==> config.mk <==
export PLATFORM = sky130hd
export DESIGN_NAME = hazard_stall_controller
export DESIGN_NICKNAME = d
export VERILOG_FILES = /design/src/rtl/hazard_stall_controller_pkg.sv /design/src/rtl/hazard_stall_controller_stall_stat_counter.sv /design/src/rtl/hazard_stall_controller.sv
export SDC_FILE = /design/constraint.sdc
export NUM_CORES = 1
export LEC_CHECK = 0
export ABC_AREA = 1
export CAP_MARGIN = 20
export CORE_MARGIN = 2
export CORE_UTILIZATION = 36
export DETAILED_ROUTE_END_ITERATION = 12
export PLACE_DENSITY = 0.89
export SYNTH_ARGS = -nofsm -noshare
export SYNTH_HDL_FRONTEND = slang
export SYNTH_SLANG_ARGS = --single-unit
==> constraint.sdc <==
create_clock -name clk -period 2.4 [get_ports clk]
set_input_delay 0.48 -clock clk [delete_from_list [all_inputs] [get_ports clk]]
set_output_delay 0.48 -clock clk [all_outputs]
set_load 0.01 [all_outputs]
==> src/rtl/hazard_stall_controller_pkg.sv <==
// Shared types for the hazard/stall controller: memory-wait FSM states
// and the hard-wired zero register specifier.
package hazard_stall_controller_pkg;

    typedef enum logic [1:0] {
        ST_RUN     = 2'd0,
        ST_WAIT    = 2'd1,
        ST_TIMEOUT = 2'd2
    } hsc_state_e;

    localparam int unsigned REG_ZERO = 0;

endpackage

==> src/rtl/hazard_stall_controller_stall_stat_counter.sv <==
// Saturating statistics counter with increment enable.
// Holds at all-ones once full.
module stall_stat_counter #(
    parameter int CNT_W = 32
) (
    input  logic             clk,
    input  logic             reset,
    input  logic             inc,
    output logic [CNT_W-1:0] cnt
);

    logic [CNT_W-1:0] cnt_q;
    logic [CNT_W-1:0] cnt_d;

    always_comb begin
        cnt_d = cnt_q;
        if (inc && (cnt_q != {CNT_W{1'b1}})) begin
            cnt_d = cnt_q + 1'b1;
        end
    end

    always_ff @(posedge clk or posedge reset) begin
        if (reset) begin
            cnt_q <= '0;
        end else begin
            cnt_q <= cnt_d;
        end
    end

    assign cnt = cnt_q;

endmodule

==> src/rtl/hazard_stall_controller.sv <==
// Pipeline hold/flush/bubble control for load-use, ID branches and memory waits.
// Define HAZARD_STALL_STATS_EN to build the saturating statistics counters.
import hazard_stall_controller_pkg::*;

module hazard_stall_controller #(
    parameter int REG_ADDR_W = 5,
    parameter int MAX_WAIT   = 255,
    parameter int CNT_W      = 32
) (
    input  logic                  clk,
    input  logic                  reset,
    input  logic [REG_ADDR_W-1:0] ID_rs,
    input  logic [REG_ADDR_W-1:0] ID_rt,
    input  logic                  ID_use_rs,
    input  logic                  ID_use_rt,
    input  logic [REG_ADDR_W-1:0] EX_rt,
    input  logic                  EX_mem_read,
    input  logic                  ID_branch_taken,
    input  logic                  MEM_req,
    input  logic                  MEM_ready,
    output logic                  PC_stall,
    output logic                  IFID_stall,
    output logic                  IFID_flush,
    output logic                  IDEX_bubble,
    output logic                  pipe_freeze,
    output logic                  mem_timeout,
    output logic [CNT_W-1:0]      load_use_cnt,
    output logic [CNT_W-1:0]      mem_wait_cnt,
    output logic [CNT_W-1:0]      flush_cnt
);

    localparam int WW = (MAX_WAIT > 1) ? $clog2(MAX_WAIT) : 1;
    localparam logic [WW-1:0] WAIT_LAST = WW'(MAX_WAIT - 1);

    hsc_state_e    state_q, state_d;
    logic [WW-1:0] wcnt_q, wcnt_d;

    logic load_use;
    logic mem_wait;
    logic timed_out;

    assign load_use = EX_mem_read
                    && (EX_rt != REG_ADDR_W'(REG_ZERO))
                    && (((EX_rt == ID_rs) && ID_use_rs)
                     || ((EX_rt == ID_rt) && ID_use_rt));
    assign mem_wait  = MEM_req && !MEM_ready;
    assign timed_out = (state_q == ST_TIMEOUT);

    // The counter already counts the cycle that enters WAIT, so the
    // MAX_WAIT-th consecutive wait cycle sees WAIT_LAST.
    always_comb begin
        state_d = state_q;
        wcnt_d  = wcnt_q;
        unique case (state_q)
            ST_TIMEOUT: begin
                state_d = ST_TIMEOUT;
            end
            ST_RUN, ST_WAIT: begin
                if (!mem_wait) begin
                    state_d = ST_RUN;
                    wcnt_d  = '0;
                end else if (wcnt_q == WAIT_LAST) begin
                    state_d = ST_TIMEOUT;
                end else begin
                    state_d = ST_WAIT;
                    wcnt_d  = wcnt_q + 1'b1;
                end
            end
        endcase
    end

    always_ff @(posedge clk or posedge reset) begin
        if (reset) begin
            state_q <= ST_RUN;
            wcnt_q  <= '0;
        end else begin
            state_q <= state_d;
            wcnt_q  <= wcnt_d;
        end
    end

    always_comb begin
        PC_stall    = 1'b0;
        IFID_stall  = 1'b0;
        IFID_flush  = 1'b0;
        IDEX_bubble = 1'b0;
        pipe_freeze = 1'b0;
        mem_timeout = 1'b0;
        if (reset) begin
            PC_stall = 1'b0;
        end else if (timed_out) begin
            pipe_freeze = 1'b1;
            PC_stall    = 1'b1;
            IFID_stall  = 1'b1;
            mem_timeout = 1'b1;
        end else if (mem_wait) begin
            pipe_freeze = 1'b1;
            PC_stall    = 1'b1;
            IFID_stall  = 1'b1;
        end else if (load_use) begin
            PC_stall    = 1'b1;
            IFID_stall  = 1'b1;
            IDEX_bubble = 1'b1;
        end else if (ID_branch_taken) begin
            IFID_flush  = 1'b1;
        end
    end

`ifdef HAZARD_STALL_STATS_EN
    logic lu_inc, mw_inc, fl_inc;

    assign mw_inc = !reset && !timed_out && mem_wait;
    assign lu_inc = !reset && !timed_out && !mem_wait && load_use;
    assign fl_inc = !reset && !timed_out && !mem_wait && !load_use
                  && ID_branch_taken;

    stall_stat_counter #(.CNT_W(CNT_W)) u_lu_cnt (
        .clk   (clk),
        .reset (reset),
        .inc   (lu_inc),
        .cnt   (load_use_cnt)
    );

    stall_stat_counter #(.CNT_W(CNT_W)) u_mw_cnt (
        .clk   (clk),
        .reset (reset),
        .inc   (mw_inc),
        .cnt   (mem_wait_cnt)
    );

    stall_stat_counter #(.CNT_W(CNT_W)) u_fl_cnt (
        .clk   (clk),
        .reset (reset),
        .inc   (fl_inc),
        .cnt   (flush_cnt)
    );
`else
    assign load_use_cnt = '0;
    assign mem_wait_cnt = '0;
    assign flush_cnt    = '0;
`endif

endmodule

* Yosys cells after proc, flatten, opt, wreduce, memory -nomap -nowiden
Cells that the tools add are included.
Operators by class: $add $sub $neg 1, equality and inequality tests 6, mux-type cells 22, reduce and logical (&&, ||, !) cells 11
Operators with widths (number):
- 1-bit 2-to-1 mux | 17
- 8-bit 2-to-1 mux | 2
- 5-bit == test | 2
- 8-bit by 1-bit adder with 8-bit output (second input constant) | 1
- 8-bit == test (second input constant) | 1
- 1-bit logical AND | 5
- 5-bit nonzero test | 1
- 2-bit 2-to-1 mux | 2
- 2-bit one-hot mux with 2 select lines | 1
- 2-bit by 1-bit == test with 1-bit output (second input constant) | 1
- 2-bit == test (second input constant) | 1
- 2-bit logical NOT | 1
- 2-bit inequality test (second input constant) | 1
- 2-bit AND reduction | 1
- 2-bit OR reduction | 1
- 1-bit logical NOT | 1
- 1-bit logical OR | 1
Word-level totals: bits in registers 10, input port bits 23, output and inout bits 102, logic and storage cells 42

* Logic depth before layout (Yosys ltp)
Gate-level depths: netlist of the first run.
depth in word-level cells 8, mapped depth 10, mapped depth without buffers 10

* Least setup slack after synthesis of the first run
No wires, ideal clock.
kind input to output, from input port MEM_req, to output port PC_stall, arrival 1.329 ns, required time 1.920 ns, setup slack 0.591 ns, stages 9, buffers on the path 1, cells stage by stage inv_1 -> nor2_1 -> inv_1 -> nand2_1 -> inv_1 -> nor2_1 -> inv_1 -> nand2_1 -> buf_4
Between the ends: word-level cells in the longest chain between the ends 4
RTL lines:
- start: declaration | RTL line hazard_stall_controller.sv:19 | input logic MEM_req,
- 1-bit logical AND | RTL line hazard_stall_controller.sv:46 | assign mem_wait = MEM_req && !MEM_ready;
- 1-bit 2-to-1 mux (3 in a row)
- end: declaration | RTL line hazard_stall_controller.sv:21 | output logic PC_stall,
No other way between the ends.

* Worst setup path after layout of the first run
from input port EX_rt[2], to output port IFID_stall
Between the ends: word-level cells in the longest chain between the ends 8, elaborated cells on any way between the ends 12, classes of those cells eq/ne (2); mux (4); reduce/logical (6)
RTL lines:
- start: declaration | RTL line hazard_stall_controller.sv:16 | input logic [REG_ADDR_W-1:0] EX_rt,
- 5-bit == test, on equally long branches | RTL line hazard_stall_controller.sv:44, hazard_stall_controller.sv:45
- 1-bit logical AND, on equally long branches | RTL line hazard_stall_controller.sv:44, hazard_stall_controller.sv:45
- 1-bit logical OR | RTL line hazard_stall_controller.sv:45 | || ((EX_rt == ID_rt) && ID_use_rt));
- 1-bit logical AND (*) | RTL line hazard_stall_controller.sv:44 | && (((EX_rt == ID_rs) && ID_use_rs)
- 1-bit 2-to-1 mux (*) | RTL line hazard_stall_controller.sv:100 | end else if (load_use) begin
- 1-bit 2-to-1 mux (*) | RTL line hazard_stall_controller.sv:96 | end else if (mem_wait) begin
- 1-bit 2-to-1 mux (*) | RTL line hazard_stall_controller.sv:91 | end else if (timed_out) begin
- 1-bit 2-to-1 mux (*) | RTL line hazard_stall_controller.sv:89 | if (reset) begin
- end: declaration | RTL line hazard_stall_controller.sv:22 | output logic IFID_stall,
Mark *: on every way between the ends. The rest lies on a longest branch, timed or not.

==> summary.md, run 1 <==
| Metric | Value |
|---|---|
| Status | `complete, no violations` |
| Sinks on the clock net | `10` |
| Port bufs | `28` |
| Ys async rst share | `between 90% and 100%` |
| Via/cell ratio | `between 3 and 4` |
| Initial antenna violation count | `0` |
| Core box area | `4030 um^2` |
| Critical path type | `in -> out` |
| Final hold violation count | `0` |
| Endpoint class of the critical path | `output pin` |
| Number of synthesized flops with an enable pin | `0` |
| Max Buffers Root-to-Sink | `2` |
| Sequential area share after synthesis | `16.4%` |
| N_diodes | `0` |
| Hold slack | `around 0.54 ns` |
| Max-slew violations | `0` |
| DR WL/cell | `~8.1 um` |
| Die height | `slightly below 70 um` |
| YS warnings | `0` |
| Die ar. | `~4800 um^2` |
| Global-route wire length before repair | `approximately 3.7 mm` |
| Setup Viol. Count Final | `0` |
| Skew-Pair Late Insertion Delay | `0.24 ns` |
| MaxCap Viol Count | `0` |
| Layout cells sized above 1 | `9.54%` |
| Crit path arrival time | `about 1.8 ns` |
| Post-synthesis cell area | `1530 um^2` |
| Top-Level Pins | `around 130` |
| DRC viols | `0` |
| Total routed wirelength | `approximately 2.5 mm` |
| Placer Congestion | `approximately 0.83` |
| Reg power frac | `between 30% and 40%` |
| Total grt overflow | `0` |
| Initial core utilization | `a little under two fifths` |
| First-pass DRT Iterations | `4` |
| Crit-path max FO | `4` |
| Routed Antenna Nets | `0` |
| Ys flop type | `dfrtp_1` |
| TritonCTS clock tree | `built` |
| Post-layout min period | `between 2 and 2.5 ns` |
| Syn_area_per_cell | `between 6 and 7 um^2` |
| Peak supply drop | `0.000134 V` |
| Dpl hpwl | `around 2.2 mm` |
| Depth of the CTS H-tree | `1` |
| Switching Power | `~180 uW` |
| HP Class | `reg -> reg` |
| Number of distinct library cells after synthesis | `21` |
| PwrDens | `about 340 nW/um^2` |
| Clock root buffer | `clkbuf_8` |
| Hold-fix buffers, CTS | `0` |
| Crit path launch type | `input pin` |
| Synth Register Bits | `10` |
| Vias | `between 1000 and 1500` |
| Worst-path clk slew | `0.05 ns` |
| Layout Area Growth over Synthesis | `5.00%` |
| Flop-to-flop setup slack | `about 1.0 ns` |
| Initial DRC Count | `26` |
| TritonCTS buffer count | `3` |
| Seq. cell area | `between 200 and 300 um^2` |
| GR Util All Layers | `a little under a tenth` |
| Final period utilization | `between 90% and 100%` |
| Fmax | `0.438 GHz` |
| Int Power | `369 uW` |
| Row count | `23` |
| Combinational share of power | `a little over 30%` |
| Post-CTS Setup Bufs | `0` |
| Multi-input gate area | `825 um^2` |
| Clock network fraction of total power | `around two fifths` |
| Setup TNS Final | `0 ns` |
| Vias in the first global route | `888` |
| Cells after Synth | `roughly 230` |
| Switching share of power | `between 30% and 40%` |
| CP required | `between 1.5 and 2 ns` |
| Largest net degree at the start of global routing | `11` |
| Fin nets | `288` |
| Unrepaired setup endpoints after global routing | `no` |
| Die W | `between 60 and 70 um` |
| Fillers | `~420` |
| Fin Clk Skew | `around 0.0017 ns` |
| P_leak | `around 0.001 uW` |
[layer usage]
metal  global-route usage (%)  part of all wire, %
met4                     4.36                  1.7
met5                        0                    0
met3                     2.63                  9.6
met1                     9.46                   35
met2                     17.7                   53
[synth_stat cells, types with 2 or more instances]
master	number	area, um^2
nor2_1	17	63.8
xor2_1	3	26.3
inv_1	26	97.6
o21ai_1	2	10.0
nand2_1	43	161
nand3_1	10	50.1
dfrtp_1	10	250
o21ai_0	6	30.0
buf_4	97	728
nand2_2	2	12.5
ha_1	2	25.0
[flip-flops by register name, summed over array words and instances, names as in the netlist]
name,cells
state_q,2
wcnt_q,8
[area by class of cell]
class / instances / area share [%]
clock buffer: 4 / 3.43
inverter: 27 / 6.63
multi-input combinational: 189 / 51.4
sequential: 10 / 15.6
tap: 50 / 3.90
timing repair buffer: 32 / 19.0
[power by group through the flow]
stage | Sequential (uW) | Clock, uW | Combinational [uW]
2_1_floorplan | 175 | 0 | 221
3_3_place_gp | 176 | 0 | 160
3_5_place_dp | 176 | 0 | 163
4_1_cts | 173 | 216 | 162
5_1_grt | 173 | 231 | 185
6_report | 173 | 213 | 167
[cell usage in the layout (no fill, tap or decap), types with 5 or more instances in the layout]
cell | Yosys | final
o21ai_0 | 6 | 5
inv_1 | 26 | 26
nand3_1 | 10 | 9
dfrtp_1 | 10 | 10
nor2_1 | 17 | 13
nand2_1 | 43 | 41
clkdlybuf4s50_1 | 0 | 19
conb_1 | 1 | 96
[cell families (layout without fill, tap and decap cells)]
kind of cell | after synthesis | count (layout) | share of synthesized area, %
AO/OA/AOI/OAI | 10 | 10 | 3.36
adder cells (fa/ha/maj) | 2 | 2 | 1.64
other | 1 | 96 | 0.245
flip-flops | 10 | 10 | 16.4
buffers and inverters | 124 | 63 | 54.6
XOR/XNOR | 4 | 4 | 2.29
AND/OR/NAND/NOR | 77 | 77 | 21.5
[worst max-delay path, cell delays in order]
cell,delay [ns]
clkdlybuf4s50_1,0.48
inv_1,0.08
nand2_1,0.06
nand2_1,0.05
nor2_2,0.10
nand3_1,0.09
nand2_2,0.09
nand3_2,0.08
nand2_2,0.08
clkdlybuf4s15_2,0.22
[worst paths after layout]
path                                start          to  cells past startpoint
worst max-delay path             EX_rt[2]  IFID_stall                     10
worst min-delay path            wcnt_q[7]   wcnt_q[7]                      2
worst max register to register  wcnt_q[0]   wcnt_q[5]                      9
worst min register to register  wcnt_q[7]   wcnt_q[7]                      2
max in group asynchronous           reset   wcnt_q[2]                      3
min in group asynchronous           reset  state_q[0]                      3
[per-stage QoR]
step	util [%]	setup WS, ns	power [uW]	std cells	instance area [um^2]
after floorplan	-	0.591	396	323	1880
after global placement	38.0	-0.373	336	308	1530
after detailed placement	38.0	-0.368	339	308	1530
after CTS	39.3	-0.0910	551	312	1580
after global routing	39.8	0.00607	590	312	1600
final	39.8	0.116	553	312	1600
[what timing repair did]
action,CTS,global route
pin swaps,0,1
setup endpoints to repair,5,5
endpoints found under the hold margin,0,0
resized for setup,10,16
No activity file was read; power rests on OpenSTA's default activity.
==> run 2: changes to the inputs <==
==> constraint.sdc (replaced) <==
create_clock -name clk -period 2.4 [get_ports clk]
set_input_delay 0.72 -clock clk [delete_from_list [all_inputs] [get_ports clk]]
set_output_delay 0.72 -clock clk [all_outputs]
set_load 0.01 [all_outputs]
==> summary.md, run 2 (same netlist as run 1, synthesis figures left out) <==
| Metric | Value |
|---|---|
| TritonCTS buffer count | `3 (unchanged)` |
| Slowest-stage cell, CP | `buf_2` |
| Crit-path max FO | `3 (-1)` |
| Biggest registers after layout | `wcnt_q: 8 flops, state_q: 2 flops` |
| CP peak stage delay | `0.14 ns (-0.34 ns)` |
| Worst setup path start | `EX_rt[1]` |
| Placer Congestion | `0.849 (+2.0%)` |
| R2r startpoint | `wcnt_q[0]` |
| Die ar. | `4780 um^2 (unchanged)` |
| Initial antenna violation count | `0 (unchanged)` |
| Multi-input gate area | `843 um^2 (+2.3%)` |
| Die height | `69.1 um (unchanged)` |
| Hold Crit Depth | `2 (unchanged)` |
| HP Class | `reg -> reg` |
| DRC viols | `0 (unchanged)` |
| Fin nets | `297 (+3.1%)` |
| Worst-path clk slew | `0.05 ns (about the same)` |
| Skew-Pair Late Insertion Delay | `0.23 ns (about the same)` |
| Cell family with most CP delay | `simple AND/OR/NAND/NOR gates` |
| Area after DPL | `1540 um^2 (+0.98%)` |
| Final instance area | `1610 um^2 (about the same)` |
| DR WL/cell | `8.56 um (+5.2%)` |
| Dpl hpwl | `2.31 mm (+4.0%)` |
| Final period utilization | `97.0% (+1.9 points)` |
| Global-route wire length before repair | `4.26 mm (+14%)` |
| Endpoint class of the critical path | `output pin` |
| Commonest non-fill, non-tap cells in the layout | `conb_1, nand2_1, inv_1` |
| Flop-to-flop setup slack | `1.02 ns (about the same)` |
| Clock root buffer | `clkbuf_8` |
| Critical-path cell list | `buf_4 > inv_2 > nand2_1 > nand2_1 > nor2_2 > nand3_1 > nand2_2 > nand3_2 > nor2_2 > buf_2` |
| Unrepaired setup endpoints after global routing | `no` |
| Hold-fix buffers, CTS | `0 (unchanged)` |
| Status | `complete, no violations` |
| Via/cell ratio | `3.71 (+3.5%)` |
| Largest net degree at the start of global routing | `11 (unchanged)` |
| Top-Level Pins | `125 (unchanged)` |
| N_diodes | `0 (unchanged)` |
| Critical path buffer and inverter count | `3 (unchanged)` |
| Sinks on the clock net | `10 (unchanged)` |
| Reg with most FFs | `wcnt_q` |
| Cells after DPL | `310 (+0.65%)` |
| Hold Path End | `wcnt_q[1]` |
| Worst Hold Launch | `wcnt_q[1]` |
| Worst reg2reg path depth | `9 (unchanged)` |
| Layout cells sized above 1 | `24.0% (+14 points)` |
| Max-slew violations | `0 (unchanged)` |
| Row count | `23 (unchanged)` |
| R2r endpoint | `wcnt_q[5]` |
| GR Util All Layers | `10.8% (+1.4 points)` |
| Peak supply drop | `0.000140 V (+4.4%)` |
| Leading cell type in the layout, fill and taps excluded | `conb_1` |
| Pre-CTS setup slack | `-0.877 ns (-0.509 ns)` |
| TritonCTS clock tree | `built` |
| Core Util, Final | `39.8% (about the same)` |
| Routed Antenna Nets | `0 (unchanged)` |
| Critical path type | `in -> out` |
| MaxCap Viol Count | `0 (unchanged)` |
| Initial DRC Count | `25 (-3.8%)` |
| Vias in the first global route | `1060 (+19%)` |
| Fmax | `0.429 GHz (-1.9%)` |
| Final hold violation count | `0 (unchanged)` |
| Fillers | `429 (+2.9%)` |
| P_leak | `0.00100 uW (+1.5%)` |
| Crit path arrival time | `1.61 ns (-0.19 ns)` |
| Fin Clk Skew | `0.000504 ns (-0.00118 ns)` |
| Max Buffers Root-to-Sink | `2 (unchanged)` |
| Seq. cell area | `250 um^2 (unchanged)` |
| Setup Viol. Count Final | `0 (unchanged)` |
| Final Non-Filler Cells | `321 (+2.9%)` |
| Final WS setup | `0.0711 ns (-0.0444 ns)` |
| Die W | `69.1 um (unchanged)` |
| Total grt overflow | `0 (unchanged)` |
| CP required | `1.68 ns (-0.24 ns)` |
| Total routed wirelength | `2.75 mm (+8.3%)` |
| Post-layout min period | `2.33 ns (+0.0444 ns)` |
| Max FFs per register | `8 (unchanged)` |
| Vias | `1190 (+6.5%)` |
| Initial core utilization | `37.9% (unchanged)` |
| Port bufs | `28 (unchanged)` |
| PwrDens | `344 nW/um^2 (-0.21%)` |
| Crit path launch type | `input pin` |
| Core box area | `4030 um^2 (unchanged)` |
| Layout Area Growth over Synthesis | `5.08% (about the same)` |
| First-pass DRT Iterations | `4 (unchanged)` |
| Depth of the CTS H-tree | `1 (unchanged)` |
## run 2: cell types whose count changed in the layout (fill, tap and decap cells not counted), moves of 2 or more
cell             delta
clkdlybuf4s50_1    -18
clkbuf_2            -2
inv_1               -9
nand2_2             +2
clkdlybuf4s15_1     +2
nand2_1             -2
dlygate4sd2_1       +2
dlymetal6s2s_1      -4
inv_2               +9
buf_6               +2
buf_2              +16
buf_4              +11
## run 2: timing repair
action                                  4_1_cts  5_1_grt
pin swaps                                    28       12
resized for setup                           102       18
buffers inserted                              5        2
endpoints found under the setup margin        6        5
## run 2: power breakdown
part	total (uW)	internal, uW	switching [uW]
logic	170	49.4	121
registers	173	171	1.66
clock network	208	144	64.5
total	552	365	187
## run 2: area by class of cell
class	instances	area share, %
multi-input cells	189	52.5
clock buffers	4	3.43
repair buffers	41	17.9
flip-flops and latches	10	15.6
well taps	50	3.90
inverters	27	6.63
## run 2: metrics by stage
step,total power [uW],hold slack (ns),setup TNS [ns]
final,552,0.550,0
after global routing,593,0.575,0
after CTS,548,0.547,-0.00794
after detailed placement,340,0.536,-4.15
after global placement,337,0.520,-3.97
after floorplan,396,0.485,0
## run 2: worst max-delay path by stage
stage                             end  depth (start not counted)
final                     IDEX_bubble                         10
after global routing      IDEX_bubble                         10
after detailed placement  IDEX_bubble                         10
after global placement    IDEX_bubble                         10
after CTS                 IDEX_bubble                          9
after floorplan              PC_stall                          9
## run 2: worst reg2reg max path, delay by kind of cell, from the launching register on
kind	cells	cell delay [ns]
and+or+nand+nor	5	0.47
DFF	1	0.40
buffers and inverters	2	0.19
adders and majority gates	1	0.15
AOI/OAI and AO/OA	1	0.06
## run 2: routing by layer
metal / vias to the layer above / wire (um) / GRT usage (%)
li1: 581 / - / -
met1: 531 / 904 / 9.92
met2: 72 / 1540 / 21.5
met3: 6 / 261 / 2.92
met4: 0 / 48 / 5.01
met5: - / 0 / 0
==> run 3: changes to the inputs <==
CTS_CLUSTER_SIZE = 16   (was not set)
==> results of run 3 <==
Final layout, timing and power as in run 2 (identical DEF).
